### config.mk
export PLATFORM = sky130hd
export DESIGN_NAME = bcd_angle_stepper
export DESIGN_NICKNAME = d
export VERILOG_FILES = /design/src/rtl/bcd_angle_stepper.sv
export SDC_FILE = /design/constraint.sdc
export NUM_CORES = 1
export LEC_CHECK = 0
export BUFFER_PORTS_ARGS = -buffer_cell sky130_fd_sc_hd__buf_4
export CORE_MARGIN = 10
export CORE_UTILIZATION = 30
export CTS_BUF_LIST = sky130_fd_sc_hd__clkbuf_2 sky130_fd_sc_hd__clkbuf_4 sky130_fd_sc_hd__clkbuf_8
export DETAILED_ROUTE_END_ITERATION = 6
export PLACE_DENSITY_LB_ADDON = 0.2
export REMOVE_ABC_BUFFERS = 1
export SLEW_MARGIN = 5
export SYNTH_ARGS = -nofsm -noshare
export SYNTH_HDL_FRONTEND = slang
export SYNTH_SLANG_ARGS = --single-unit
### constraint.sdc
create_clock -name clk -period 5.2 [get_ports clk]
set_input_delay 0 -clock clk [delete_from_list [all_inputs] [get_ports clk]]
set_output_delay 0 -clock clk [all_outputs]
set_load 0.03 [all_outputs]
### src/rtl/bcd_angle_stepper.sv
// rtl/bcd_angle_stepper.sv - serial BCD angle command to Gray-coded 45-degree sector stepper
module bcd_angle_stepper #(
   parameter bit SHORTEST = 1'b1
) (
   input  logic       clk,
   input  logic       rst,
   input  logic       digit_valid,
   input  logic [3:0] digit,
   output logic       digit_ready,
   input  logic       step_tick,
   output logic [2:0] one_hot,
   output logic [8:0] degrees,
   output logic       busy,
   output logic       done,
   output logic       err
);

   typedef enum logic [1:0] {
      S_IDLE,
      S_CHECK,
      S_MOVE
   } state_t;

   state_t     r_state, w_state_nxt;
   logic [2:0] r_idx, w_idx_nxt;
   logic [2:0] r_tgt, w_tgt_nxt;
   logic       r_inc, w_inc_nxt;
   logic [1:0] r_cnt, w_cnt_nxt;
   logic       r_bad, w_bad_nxt;
   logic [3:0] r_h, w_h_nxt;
   logic [3:0] r_t, w_t_nxt;
   logic [3:0] r_o, w_o_nxt;
   logic       w_done_nxt, w_err_nxt;
   logic [2:0] r_one_hot;
   logic [8:0] r_degrees;
   logic       r_done, r_err;

   logic [9:0] w_value;
   logic       w_hit;
   logic [2:0] w_value_tgt;
   logic [2:0] w_diff;
   logic       w_dir_inc;
   logic [2:0] w_idx_step;

   function automatic logic [2:0] f_gray(input logic [2:0] i_idx);
      return i_idx ^ (i_idx >> 1);
   endfunction

   function automatic logic [8:0] f_degrees(input logic [2:0] i_idx);
      return {6'd0, i_idx} * 9'd45;
   endfunction

   assign w_value = ({6'd0, r_h} * 10'd100) + ({6'd0, r_t} * 10'd10) + {6'd0, r_o};

   // A match against one of the eight sector angles covers both the range and the mod-45 test.
   always_comb begin
      w_hit       = 1'b0;
      w_value_tgt = 3'd0;
      for (int k = 0; k < 8; k++) begin
         if (w_value == 10'(45 * k)) begin
            w_hit       = 1'b1;
            w_value_tgt = 3'(k);
         end
      end
   end

   assign w_diff     = w_value_tgt - r_idx;
   assign w_dir_inc  = !SHORTEST || (w_diff <= 3'd4);
   assign w_idx_step = r_inc ? (r_idx + 3'd1) : (r_idx - 3'd1);

   always_comb begin
      w_state_nxt = r_state;
      w_idx_nxt   = r_idx;
      w_tgt_nxt   = r_tgt;
      w_inc_nxt   = r_inc;
      w_cnt_nxt   = r_cnt;
      w_bad_nxt   = r_bad;
      w_h_nxt     = r_h;
      w_t_nxt     = r_t;
      w_o_nxt     = r_o;
      w_done_nxt  = 1'b0;
      w_err_nxt   = 1'b0;
      case (r_state)
         S_IDLE: begin
            if (digit_valid) begin
               case (r_cnt)
                  2'd0:    w_h_nxt = digit;
                  2'd1:    w_t_nxt = digit;
                  default: w_o_nxt = digit;
               endcase
               if (digit > 4'd9) begin
                  w_bad_nxt = 1'b1;
               end
               if (r_cnt == 2'd2) begin
                  w_cnt_nxt   = 2'd0;
                  w_state_nxt = S_CHECK;
               end else begin
                  w_cnt_nxt = r_cnt + 2'd1;
               end
            end
         end
         S_CHECK: begin
            if (r_bad || !w_hit) begin
               w_err_nxt   = 1'b1;
               w_bad_nxt   = 1'b0;
               w_state_nxt = S_IDLE;
            end else if (w_value_tgt == r_idx) begin
               w_done_nxt  = 1'b1;
               w_state_nxt = S_IDLE;
            end else begin
               w_tgt_nxt   = w_value_tgt;
               w_inc_nxt   = w_dir_inc;
               w_state_nxt = S_MOVE;
            end
         end
         S_MOVE: begin
            if (step_tick) begin
               w_idx_nxt = w_idx_step;
               if (w_idx_step == r_tgt) begin
                  w_done_nxt  = 1'b1;
                  w_state_nxt = S_IDLE;
               end
            end
         end
         default: begin
            w_state_nxt = S_IDLE;
         end
      endcase
   end

   // Outputs are registered from the next index so code and degrees always change together.
   always_ff @(posedge clk) begin
      if (rst) begin
         r_state   <= S_IDLE;
         r_idx     <= 3'd0;
         r_tgt     <= 3'd0;
         r_inc     <= 1'b1;
         r_cnt     <= 2'd0;
         r_bad     <= 1'b0;
         r_h       <= 4'd0;
         r_t       <= 4'd0;
         r_o       <= 4'd0;
         r_one_hot <= 3'd0;
         r_degrees <= 9'd0;
         r_done    <= 1'b0;
         r_err     <= 1'b0;
      end else begin
         r_state   <= w_state_nxt;
         r_idx     <= w_idx_nxt;
         r_tgt     <= w_tgt_nxt;
         r_inc     <= w_inc_nxt;
         r_cnt     <= w_cnt_nxt;
         r_bad     <= w_bad_nxt;
         r_h       <= w_h_nxt;
         r_t       <= w_t_nxt;
         r_o       <= w_o_nxt;
         r_one_hot <= f_gray(w_idx_nxt);
         r_degrees <= f_degrees(w_idx_nxt);
         r_done    <= w_done_nxt;
         r_err     <= w_err_nxt;
      end
   end

   assign digit_ready = (r_state == S_IDLE);
   assign busy        = (r_state != S_IDLE);
   assign one_hot     = r_one_hot;
   assign degrees     = r_degrees;
   assign done        = r_done;
   assign err         = r_err;

endmodule

==> summary.txt, run 1 <==
CTS
  – Root Buffer: clkbuf_8
  – TritonCTS clock tree: built
  – Clock buffer depth: 2
  – H-tree levels: 2
  – TritonCTS Sinks: 35
  – Worst skew pair latency: 0.29 ns
  – Clock-pin slew on the worst setup and hold paths: 0.08 ns
  – Post-CTS Setup Inserts: 0
  – TritonCTS Buffers: 5

Status
  – Status: complete, no violations

Pwr
  – Combinational power share: 24.1%
  – Maximum VDD drop: 0.152 mV
  – Sw Pwr: 210 uW
  – Pleak: 0.00142 uW
  – P_int: 486 uW
  – Reg power frac: 40.5%
  – Switching part of the total: 30.2%
  – Clk pwr share: 35.4%
  – Power density over the cells: 221 nW/um^2

Logic synthesis
  – Syn avg cell area: 9.18 sq um
  – Cell Area, Synth: 2670 sq um
  – Synth area leader: dfxtp_1
  – Top post-synthesis cells by area: dfxtp_1 (26%), ha_1 (16%), mux2i_1 (5.6%)
  – Async SR Flop Fraction: 0%
  – Synth cell types: 60
  – Register bit count reported by yosys: 35
  – YS warnings: 0
  – Synth Instances: 291
  – Yosys top cell area share: 26.2%
  – Post-synth EDFFs: 0
  – Most used DFF post-synth: dfxtp_1
  – Sequential share of the synthesized area: 26.2%

Finish
  – Share of layout cells above drive strength 1: 13.9%
  – Synth-to-Final Area Change: 17.6%
  – Diodes inserted: 0
  – # fillers: 930
  – Post-Layout Inst Area: 3140 sq um
  – Non-filler cells, final: 432
  – Layout net count: 373

Detailed routing
  – Via density: 5.04
  – Drt total wl: 5950 um
  – ANT nets after route: 0
  – DR pass1 iterations: 4
  – # DRC: 0
  – Detailed-route via count: 2,178
  – WL per Instance: 13.8 um
  – Drt first-iter violations: 78

Timing
  – Normalized max-slew margin: 43.5%
  – Min Clock Period, post-route: 4.85 ns
  – Final setup vio count: 0
  – Tcrit/Tclk final: 93.4%
  – Maximum clock frequency: 206 MHz
  – Slew Viols, Final: 0
  – Slew @ Worst Pin: 0.841 ns
  – Final Hold Viols: 0
  – Unrepaired setup endpoints after global routing: no
  – Final Skew: 0.00961 ns
  – Hold Slack: 0.0882 ns
  – Setup tns final: 0 ns

Floorplan
  – Overall die height: 114 um
  – Die ar.: 13,100 sq um
  – Die Width: 114 um
  – Core area: 8680 sq um
  – Starting Density: 30.8%
  – Num ports: 24
  – Floorplan row count: 34

Setup path
  – Crit path max fanout: 7
  – Worst path max stage delay: 0.54 ns
  – CP Data Arrival Time: 5.04 ns
  – Most used cell, CP: ha_1
  – WP data required: 5.38 ns
  – Critical-path cell list: ha_1, ha_1, fa_1, ha_1, ha_1, a21boi_1, nor2_1, nor4_1, a31oi_1, nor3_1, o31ai_1, ha_1, nand2_1, nor2_1, o21ai_1, nand3_2, a221o_1
  – Worst Path Buf+Inv: 0
  – CP Launch Type: flop
  – Slowest CP cell: nor4_1
  – Worst setup path category: reg2reg
  – Crit end category: flop
  – Top Family by Delay on Critical Path: adder cells

GRT
  – Vias in the first global route: 2,139
  – Total GRT Usage: 9.41%
  – Largest net degree at the start of global routing: 31
  – Total grt overflow: 0
  – First-pass GRT wire length: 10,300 um
  – Initial antenna violation count: 0

Placement
  – Port bufs: 23
  – Post-DP HPWL: 4790 um
  – Placed cell area: 2970 sq um
  – Final Wtd Congestion: 0.799
  – DP Cell Count: 419

Flow run
  – Max cap viols: 0

Worst hold path
  – Min-Delay Path Class: in2reg
-- per-stage QoR --
step | setup WS (ns) | total power (uW) | util [%]
3_3_place_gp | 0.467 | 450 | 34.3
4_1_cts | 0.337 | 704 | 36.1
2_1_floorplan | 0.696 | 408 | -
6_report | 0.346 | 696 | 36.2
3_5_place_dp | 0.369 | 450 | 34.3
5_1_grt | 0.0384 | 740 | 36.2
-- area by class of cell --
class	count	area [sq um]	share of cell area, %
clock buffer	5	68.8	2.19
tap	108	135	4.30
sequential	35	701	22.3
inverter	15	56.3	1.79
timing repair buffer	29	230	7.32
clock inverter	3	43.8	1.39
multi-input combinational	237	1910	60.7
-- metal layers --
layer / track usage, % / share of wire (%)
met2: 15.2 / 46
met5: 0 / 0
met4: 2.09 / 0.37
met3: 2.57 / 5.1
met1: 12.1 / 49
-- sequential cells by signal, indices dropped and copies added (netlist names) --
signal and cells:
degrees 7, r_h 4, r_o 4, r_t 4, r_idx 3, r_tgt 3
one_hot 2, r_cnt 2, r_state 2, done 1, err 1, r_bad 1
r_inc 1
-- cell usage after synthesis (2+ instances only) --
master,instances
a21oi_1,18
a31oi_1,2
clkbuf_1,3
dfxtp_1,35
fa_1,7
ha_1,35
inv_1,14
mux2i_1,15
nand2_1,17
nand2b_1,8
nand3_1,7
nand4_1,3
nor2_1,31
nor2b_1,12
nor3_1,8
nor4_1,3
o211a_1,2
o211ai_1,3
o21ai_0,5
o21ai_1,2
o311a_1,2
o31ai_1,2
or3_1,2
xnor2_1,13
xor2_1,7
-- path summary, 6_finish.rpt --
| check | start | cells past startpoint | slack, ns | to |
|---|---|---|---|---|
| min reg2reg | r_tgt[2] | 2 | 0.48 | r_tgt[2] |
| max | r_t[1] | 17 | 0.35 | r_inc |
| min | rst | 2 | 0.09 | degrees[5] |
| max reg2reg | r_t[1] | 17 | 0.35 | r_inc |
-- cell usage in the layout (no fill, tap or decap), drive strengths merged, types with 8 or more instances in the layout --
| cell | Yosys | final |
|---|---|---|
| xnor2 | 13 | 13 |
| dfxtp | 35 | 35 |
| a21oi | 18 | 18 |
| nand3 | 8 | 8 |
| nor2 | 32 | 32 |
| buf | 1 | 24 |
| nor3 | 8 | 8 |
| nand2b | 8 | 8 |
| nand2 | 17 | 17 |
| ha | 35 | 35 |
| inv | 14 | 14 |
| nor2b | 12 | 12 |
| mux2i | 15 | 15 |
-- cell families after synthesis --
family | Yosys count | share of synthesized area [%]
buf+inv | 19 | 2.67
mux | 16 | 6.04
fa+ha+maj | 42 | 21.6
simple gates | 104 | 20.6
xor+xnor | 21 | 7.40
compound gates | 54 | 15.5
flops | 35 | 26.2
-- worst register-to-register path, stage by stage, from the launching register on --
cell	delay (ns)
dfxtp_1	0.35
ha_1	0.30
ha_1	0.22
fa_1	0.46
ha_1	0.29
ha_1	0.40
a21boi_1	0.41
nor2_1	0.21
nor4_1	0.54
a31oi_1	0.09
nor3_1	0.22
o31ai_1	0.12
ha_1	0.32
nand2_1	0.09
nor2_1	0.04
o21ai_1	0.13
nand3_2	0.19
a221o_1	0.38
-- power by group through the flow --
stage          combinational (uW)  sequential [uW]  clock (uW)
2_1_floorplan                 121              286           0
3_3_place_gp                  161              288           0
3_5_place_dp                  162              288           0
4_1_cts                       166              282         256
5_1_grt                       188              283         269
6_report                      168              282         247
-- timing repair --
item,CTS,global route
gates resized for setup,0,2
endpoints found under the hold margin,12,0
endpoints found under the setup margin,0,1
hold buffers,5,0
Note: power is estimated with default switching activity, not from simulation.
==> inputs of run 2 (changes only) <==
--- a/config.mk
+++ b/config.mk
@@ -5,6 +5,7 @@
 export SDC_FILE = /design/constraint.sdc
 export NUM_CORES = 1
 export LEC_CHECK = 0
+export ABC_AREA = 1
 export BUFFER_PORTS_ARGS = -buffer_cell sky130_fd_sc_hd__buf_4
 export CORE_MARGIN = 10
 export CORE_UTILIZATION = 30
==> run 2 against run 1 <==
Compared with the run above:
- first-iteration DRC count up 51%
- critical path depth up 6
- wire length up 8.7%
- highest routed layer unchanged
- largest power group is now combinational logic
- flip-flop and latch count unchanged
==> summary.txt, run 2 <==
GRT
  – Vias in the first global route: 2,476
  – Met3 Track Usage GR: 2.24%
  – First-pass GRT wire length: 11,400 um
  – Grt met2 use: 15.3%
  – Grt met1 use: 14.1%
  – GRT Max-Usage Layer: met2
  – Total GRT Usage: 10.1%
  – Total grt overflow: 0
  – Initial antenna violation count: 0
  – Largest net degree at the start of global routing: 22

Logic synthesis
  – Async SR Flop Fraction: 0%
  – Post-synthesis simple-gate area fraction: 34.9%
  – Top post-synthesis cells by area: dfxtp_1 (25%), ha_1 (15%), nand2_1 (12%)
  – Synth Instances: 411
  – Cell Area, Synth: 2840 sq um
  – Most used DFF post-synth: dfxtp_1
  – Post-synth EDFFs: 0
  – Sequential share of the synthesized area: 24.7%
  – Xor/xnor share of the synthesized area: 3.35%
  – Syn avg cell area: 6.91 sq um
  – Yosys top cell area share: 24.7%
  – Largest family of logic cells by synthesized area: simple AND/OR/NAND/NOR gates
  – Most frequent cell after synthesis: nand2_1
  – Synth area leader: dfxtp_1
  – Synth Area in Compound Gates: 7.54%
  – Register bit count reported by yosys: 35
  – Multiplexer area fraction after synthesis: 0%
  – Post-synth top cells: nand2_1 (87), nor2_1 (67), inv_1 (64), dfxtp_1 (35), ha_1 (35)
  – Adder-cell share of the synthesized area: 20.4%
  – Synth cell types: 30
  – YS warnings: 0

Finish
  – Diodes inserted: 0
  – Max reg flops: 7
  – Synth-to-Final Area Change: 16.8%
  – Layout net count: 493
  – Most frequent cells in the layout: nand2_1 (87), nor2_1 (67), inv_1 (64), ha_1 (35), dfxtp_1 (35)
  – Share of layout cells above drive strength 1: 15.1%
  – Most common cell after layout, fill and taps aside: nand2_1

Floorplan
  – Die ar.: 13,800 sq um
  – Overall die height: 117 um
  – Die Width: 117 um
  – Floorplan row count: 35
  – Core area: 9240 sq um
  – Starting Density: 30.7%
  – Num ports: 24

CTS
  – Root Buffer: clkbuf_8
  – TritonCTS Sinks: 35
  – Clock buffer depth: 2
  – # resized after CTS: 0
  – H-tree levels: 2
  – TritonCTS clock tree: built
  – Worst skew pair latency: 0.29 ns
  – Clock-pin slew on the worst setup and hold paths: 0.08 ns
  – TritonCTS Buffers: 5

Timing
  – Slew Viols, Final: 0
  – Maximum clock frequency: 239 MHz
  – Min Clock Period, post-route: 4.18 ns
  – Hold Slack: 0.0578 ns
  – Normalized max-slew margin: 59.1%
  – Slew @ Worst Pin: 0.613 ns
  – Final Skew: 0.00693 ns
  – Setup tns final: 0 ns
  – Final Hold Viols: 0
  – Final setup vio count: 0
  – Unrepaired setup endpoints after global routing: no
  – Tcrit/Tclk final: 80.3%

Setup path
  – Worst setup path category: reg2reg
  – Crit end category: flop
  – CP Launch Type: flop
  – Worst path max stage delay: 0.44 ns
  – Most used cell, CP: ha_1
  – WP data required: 5.36 ns
  – CP Data Arrival Time: 4.33 ns
  – Crit path max fanout: 5
  – Slowest CP cell: dfxtp_1
  – Path depth of the worst reg2reg path: 23
  – Critical-path cell list: ha_1, ha_1, fa_1, xor2_1, ha_1, ha_1, nand2_1, nor2_1, nand2_1, nand4_1, nand3_2, inv_1, nand3_1, nand2_2, nor2_1, inv_1, ha_1, nand2_1, inv_1, nor2_1, nand3b_1, nand3_1, nand3_1

Pwr
  – Switching part of the total: 48.6%
  – Reg power frac: 24.4%
  – P_int: 732 uW
  – Power density over the cells: 430 nW/um^2
  – Sw Pwr: 693 uW
  – Maximum VDD drop: 0.253 mV
  – Pleak: 0.00175 uW
  – Clk pwr share: 15.7%
  – Combinational power share: 59.9%

Detailed routing
  – Via density: 4.34
  – WL per Instance: 11.3 um
  – ANT nets after route: 0
  – # DRC: 0
  – DR pass1 iterations: 4
  – Drt total wl: 6470 um
  – Detailed-route via count: 2,488
  – Drt first-iter violations: 118

Worst hold path
  – Worst hold stages: 4
  – Min-Delay Path Class: in2reg

Flow run
  – Max cap viols: 0

Placement
  – Port bufs: 23
  – Post-DP HPWL: 5380 um
  – Final Wtd Congestion: 0.787

Status
  – Status: complete, no violations
-- run 2: cell count changes in the layout (fill, tap and decap cells not counted), sizes merged, moves of 3 or more --
cell / change
a21oi: -4
clkinv: -3
inv: +52
mux2i: -15
nand2: +86
nand2b: -8
nand3: +20
nor2: +42
nor2b: -12
nor3: -5
nor4: -3
o21ai: +11
xnor2: -11
-- run 2: area by class of cell --
class / count / area, sq um
clock buffers: 7 / 96.3
clock inverters: 1 / 7.51
fillers: 1007 / 5920
inverters: 66 / 248
multi-input cells: 307 / 1880
flip-flops and latches: 35 / 701
well taps: 129 / 161
repair buffers: 28 / 223
-- run 2: worst paths after layout --
check | start | endpoint | slack [ns]
setup / recovery | r_t[3] | r_inc | 1.02
hold / removal | digit_valid | r_cnt[0] | 0.06
setup reg to reg | r_t[3] | r_inc | 1.02
hold reg to reg | r_tgt[0] | r_tgt[0] | 0.50
-- run 2: kinds of logic after synthesis --
| group | after synthesis |
|---|---|
| and+or+nand+nor | 217 |
| buffers and inverters | 69 |
| xor gates and xnor gates | 10 |
| AOI/OAI and AO/OA | 38 |
| adders and majority gates | 42 |
| DFF | 35 |
-- run 2: power by group through the flow --
| stage | registers [uW] | logic, uW | clock network, uW |
|---|---|---|---|
| after floorplan | 379 | 623 | 0 |
| final | 347 | 854 | 224 |
| after global placement | 353 | 851 | 0 |
| after detailed placement | 354 | 850 | 0 |
| after global routing | 354 | 972 | 240 |
| after CTS | 348 | 864 | 231 |
-- run 2: metal layers --
metal  routed length, um  share of wire (%)
met5                   0                  0
met4                  76                1.2
met3                 208                3.2
met2                2710                 42
met1                3480                 54
-- run 2: per-stage QoR --
step | cell area [sq um] | utilization, % | instances | power [uW] | worst slack (ns)
after CTS | 3320 | 35.9 | 573 | 1440 | 1.01
final | 3320 | 35.9 | 573 | 1420 | 1.02
after global placement | 3160 | 34.2 | 560 | 1200 | 1.11
after floorplan | 2830 | - | 408 | 1000 | 1.48
after detailed placement | 3160 | 34.2 | 560 | 1200 | 1.02
after global routing | 3320 | 35.9 | 573 | 1570 | 0.695
-- run 2: what timing repair did --
action,CTS,global route
endpoints found under the hold margin,12,0
buffers inserted,0,0
hold buffers,5,0
-- run 2: critical path, delay by kind of cell (launching register included) --
kind | cells | cell delay [ns]
buf+inv | 3 | 0.20
fa+ha+maj | 6 | 1.85
flops | 1 | 0.44
xor+xnor | 1 | 0.16
simple gates | 13 | 1.40
==> inputs of run 3 (changes only) <==
--- a/config.mk
+++ b/config.mk
@@ -5,7 +5,7 @@
 export SDC_FILE = /design/constraint.sdc
 export NUM_CORES = 1
 export LEC_CHECK = 0
-export ABC_AREA = 1
+export ABC_AREA = 0
 export BUFFER_PORTS_ARGS = -buffer_cell sky130_fd_sc_hd__buf_4
 export CORE_MARGIN = 10
 export CORE_UTILIZATION = 30
==> constraint.sdc (replaced) <==
create_clock -name clk -period 3.6 [get_ports clk]
set_input_delay 0 -clock clk [delete_from_list [all_inputs] [get_ports clk]]
set_output_delay 0 -clock clk [all_outputs]
set_load 0.03 [all_outputs]
==> run 3 against run 2 <==
Compared with the run above:
- the flow now finishes with violations (setup timing)
- non-clock buffer count is 78 higher
- power is 17% lower
- clock-buffer cell count is 1 lower
- worst setup slack worse by 1.7 ns
- worst hold slack worse by 0.045 ns
- sequential share of layout area is 3.9 points lower
- flip-flop and latch count stayed put
- fmax is 2.6% lower
- global-route usage is 0.63 points higher
- largest cell class unchanged
- largest power group unchanged
==> summary.txt, run 3 (synthesis gave the netlist of run 1 again) <==
Setup path
  – Crit end category: flop
  – Crit path max fanout: 5
  – Slowest CP cell: fa_2
  – Worst setup path category: reg2reg
  – Worst path max stage delay: 0.54 ns
  – CP Data Arrival Time: 4.46 ns
  – Critical-path cell list: ha_4, ha_4, fa_2, ha_4, ha_4, nand2_4, o2111a_1, or3_4, a2111oi_4, nand3_2, o21ai_4, ha_4, nor2b_4, o21ai_2, xnor3_1, a221o_1
  – Worst Path Buf+Inv: 0
  – WP data required: 3.77 ns
  – Most used cell, CP: ha_4
  – Top Family by Delay on Critical Path: adder cells
  – CP Launch Type: flop

CTS
  – TritonCTS Buffers: 5
  – TritonCTS clock tree: built
  – Clock-pin slew on the worst setup and hold paths: 0.07 ns
  – Clock buffer depth: 2
  – Worst skew pair latency: 0.28 ns
  – H-tree levels: 2
  – TritonCTS Sinks: 35
  – Root Buffer: clkbuf_8

Finish
  – Most common cell after layout, fill and taps aside: buf_4
  – # fillers: 859
  – Synth-to-Final Area Change: 53.7%
  – Diodes inserted: 0
  – Post-Layout Inst Area: 4110 sq um
  – Most frequent cells in the layout: buf_4 (95), dfxtp_1 (31), nor2_1 (28), ha_1 (25), nand2_1 (16)
  – Max reg flops: 7
  – Share of layout cells above drive strength 1: 43.0%
  – Layout net count: 450

Timing
  – Slew @ Worst Pin: 0.858 ns
  – Tcrit/Tclk final: 119%
  – Final Hold Viols: 0
  – Final setup vio count: 7
  – Slew Viols, Final: 0
  – Final Skew: 0.00341 ns
  – Min Clock Period, post-route: 4.29 ns
  – Unrepaired setup endpoints after global routing: yes
  – Fin worst setup slack: -0.686 ns
  – Maximum clock frequency: 233 MHz
  – Normalized max-slew margin: 42.4%

Detailed routing
  – Drt first-iter violations: 106
  – WL per Instance: 14.1 um
  – DR pass1 iterations: 4
  – Detailed-route via count: 2,504
  – Via density: 4.93
  – Drt total wl: 7140 um
  – # DRC: 0
  – ANT nets after route: 0

Floorplan
  – Num ports: 24
  – Core area: 8680 sq um
  – Starting Density: 30.8%
  – Die Width: 114 um
  – Overall die height: 114 um
  – Floorplan row count: 34
  – Die ar.: 13,100 sq um

Placement
  – Final Wtd Congestion: 0.844
  – Post-DP HPWL: 5350 um
  – Post-place setup slack: -1.05 ns
  – Port bufs: 23
  – Placed cell area: 3400 sq um

Status
  – Status: finished with violations
  – Violated checks: setup timing

Pwr
  – Power density over the cells: 289 nW/um^2
  – Maximum VDD drop: 0.145 mV
  – Pleak: 0.00186 uW

Flow run
  – Max cap viols: 0

Worst hold path
  – Min-Delay Path Class: in2reg

GRT
  – Total GRT Usage: 10.7%
  – Total grt overflow: 0
  – Initial antenna violation count: 0
  – Largest net degree at the start of global routing: 31
  – Vias in the first global route: 2,576
  – First-pass GRT wire length: 11,800 um
[run 3: report_power, final]
part	internal, uW	total (uW)	switching, uW
Combinational	223	431	209
Clock	211	350	139
Sequential	396	405	9.07
[run 3: final timing paths]
| path | depth (start not counted) | startpoint | slack [ns] | endpoint |
|---|---|---|---|---|
| worst min register to register | 2 | r_tgt[2] | 0.48 | r_tgt[2] |
| worst max-delay path | 16 | r_t[1] | -0.69 | r_inc |
| worst max register to register | 16 | r_t[1] | -0.69 | r_inc |
| worst min-delay path | 3 | step_tick | 0.01 | done |
[run 3: cell type report]
| type | instances | area (sq um) | share of cell area (%) |
|---|---|---|---|
| clock inverter | 1 | 30.0 | 0.731 |
| inverter | 15 | 56.3 | 1.37 |
| clock buffer | 6 | 76.3 | 1.86 |
| sequential | 35 | 708 | 17.2 |
| tap | 108 | 135 | 3.29 |
| timing repair buffer | 106 | 833 | 20.3 |
| multi-input combinational | 237 | 2270 | 55.2 |
[run 3: through the flow]
step	cells	total power, uW	hold WS (ns)	setup TNS, ns	utilization (%)
3_3_place_gp	476	720	0.270	-5.27	39.2
5_1_grt	508	1250	0.0226	-5.58	47.3
4_1_cts	496	1120	0.00667	-3.87	44.1
2_1_floorplan	287	589	0.0691	-4.43	-
3_5_place_dp	476	722	0.282	-5.93	39.2
6_report	508	1190	0.0132	-4.48	47.3
[run 3: what timing repair did]
action | 4_1_cts | 5_1_grt
hold buffers | 3 | 0
hold endpoints to repair | 7 | 0
setup buffers | 12 | 13
gates resized for setup | 40 | 38
pin swaps | 25 | 27
setup endpoints to repair | 7 | 7
[run 3: worst min-delay path, cell delays in order]
cell	delay, ns
buf_4	0.12
nand3_1	0.07
a21oi_2	0.05
[run 3: layer usage]
metal	vias up	part of all wire (%)	global-route usage [%]
li1	1263	-	-
met1	1193	43	12.4
met2	43	52	19.7
met3	5	4.1	2.52
met4	0	0.67	1.75
met5	-	0	0
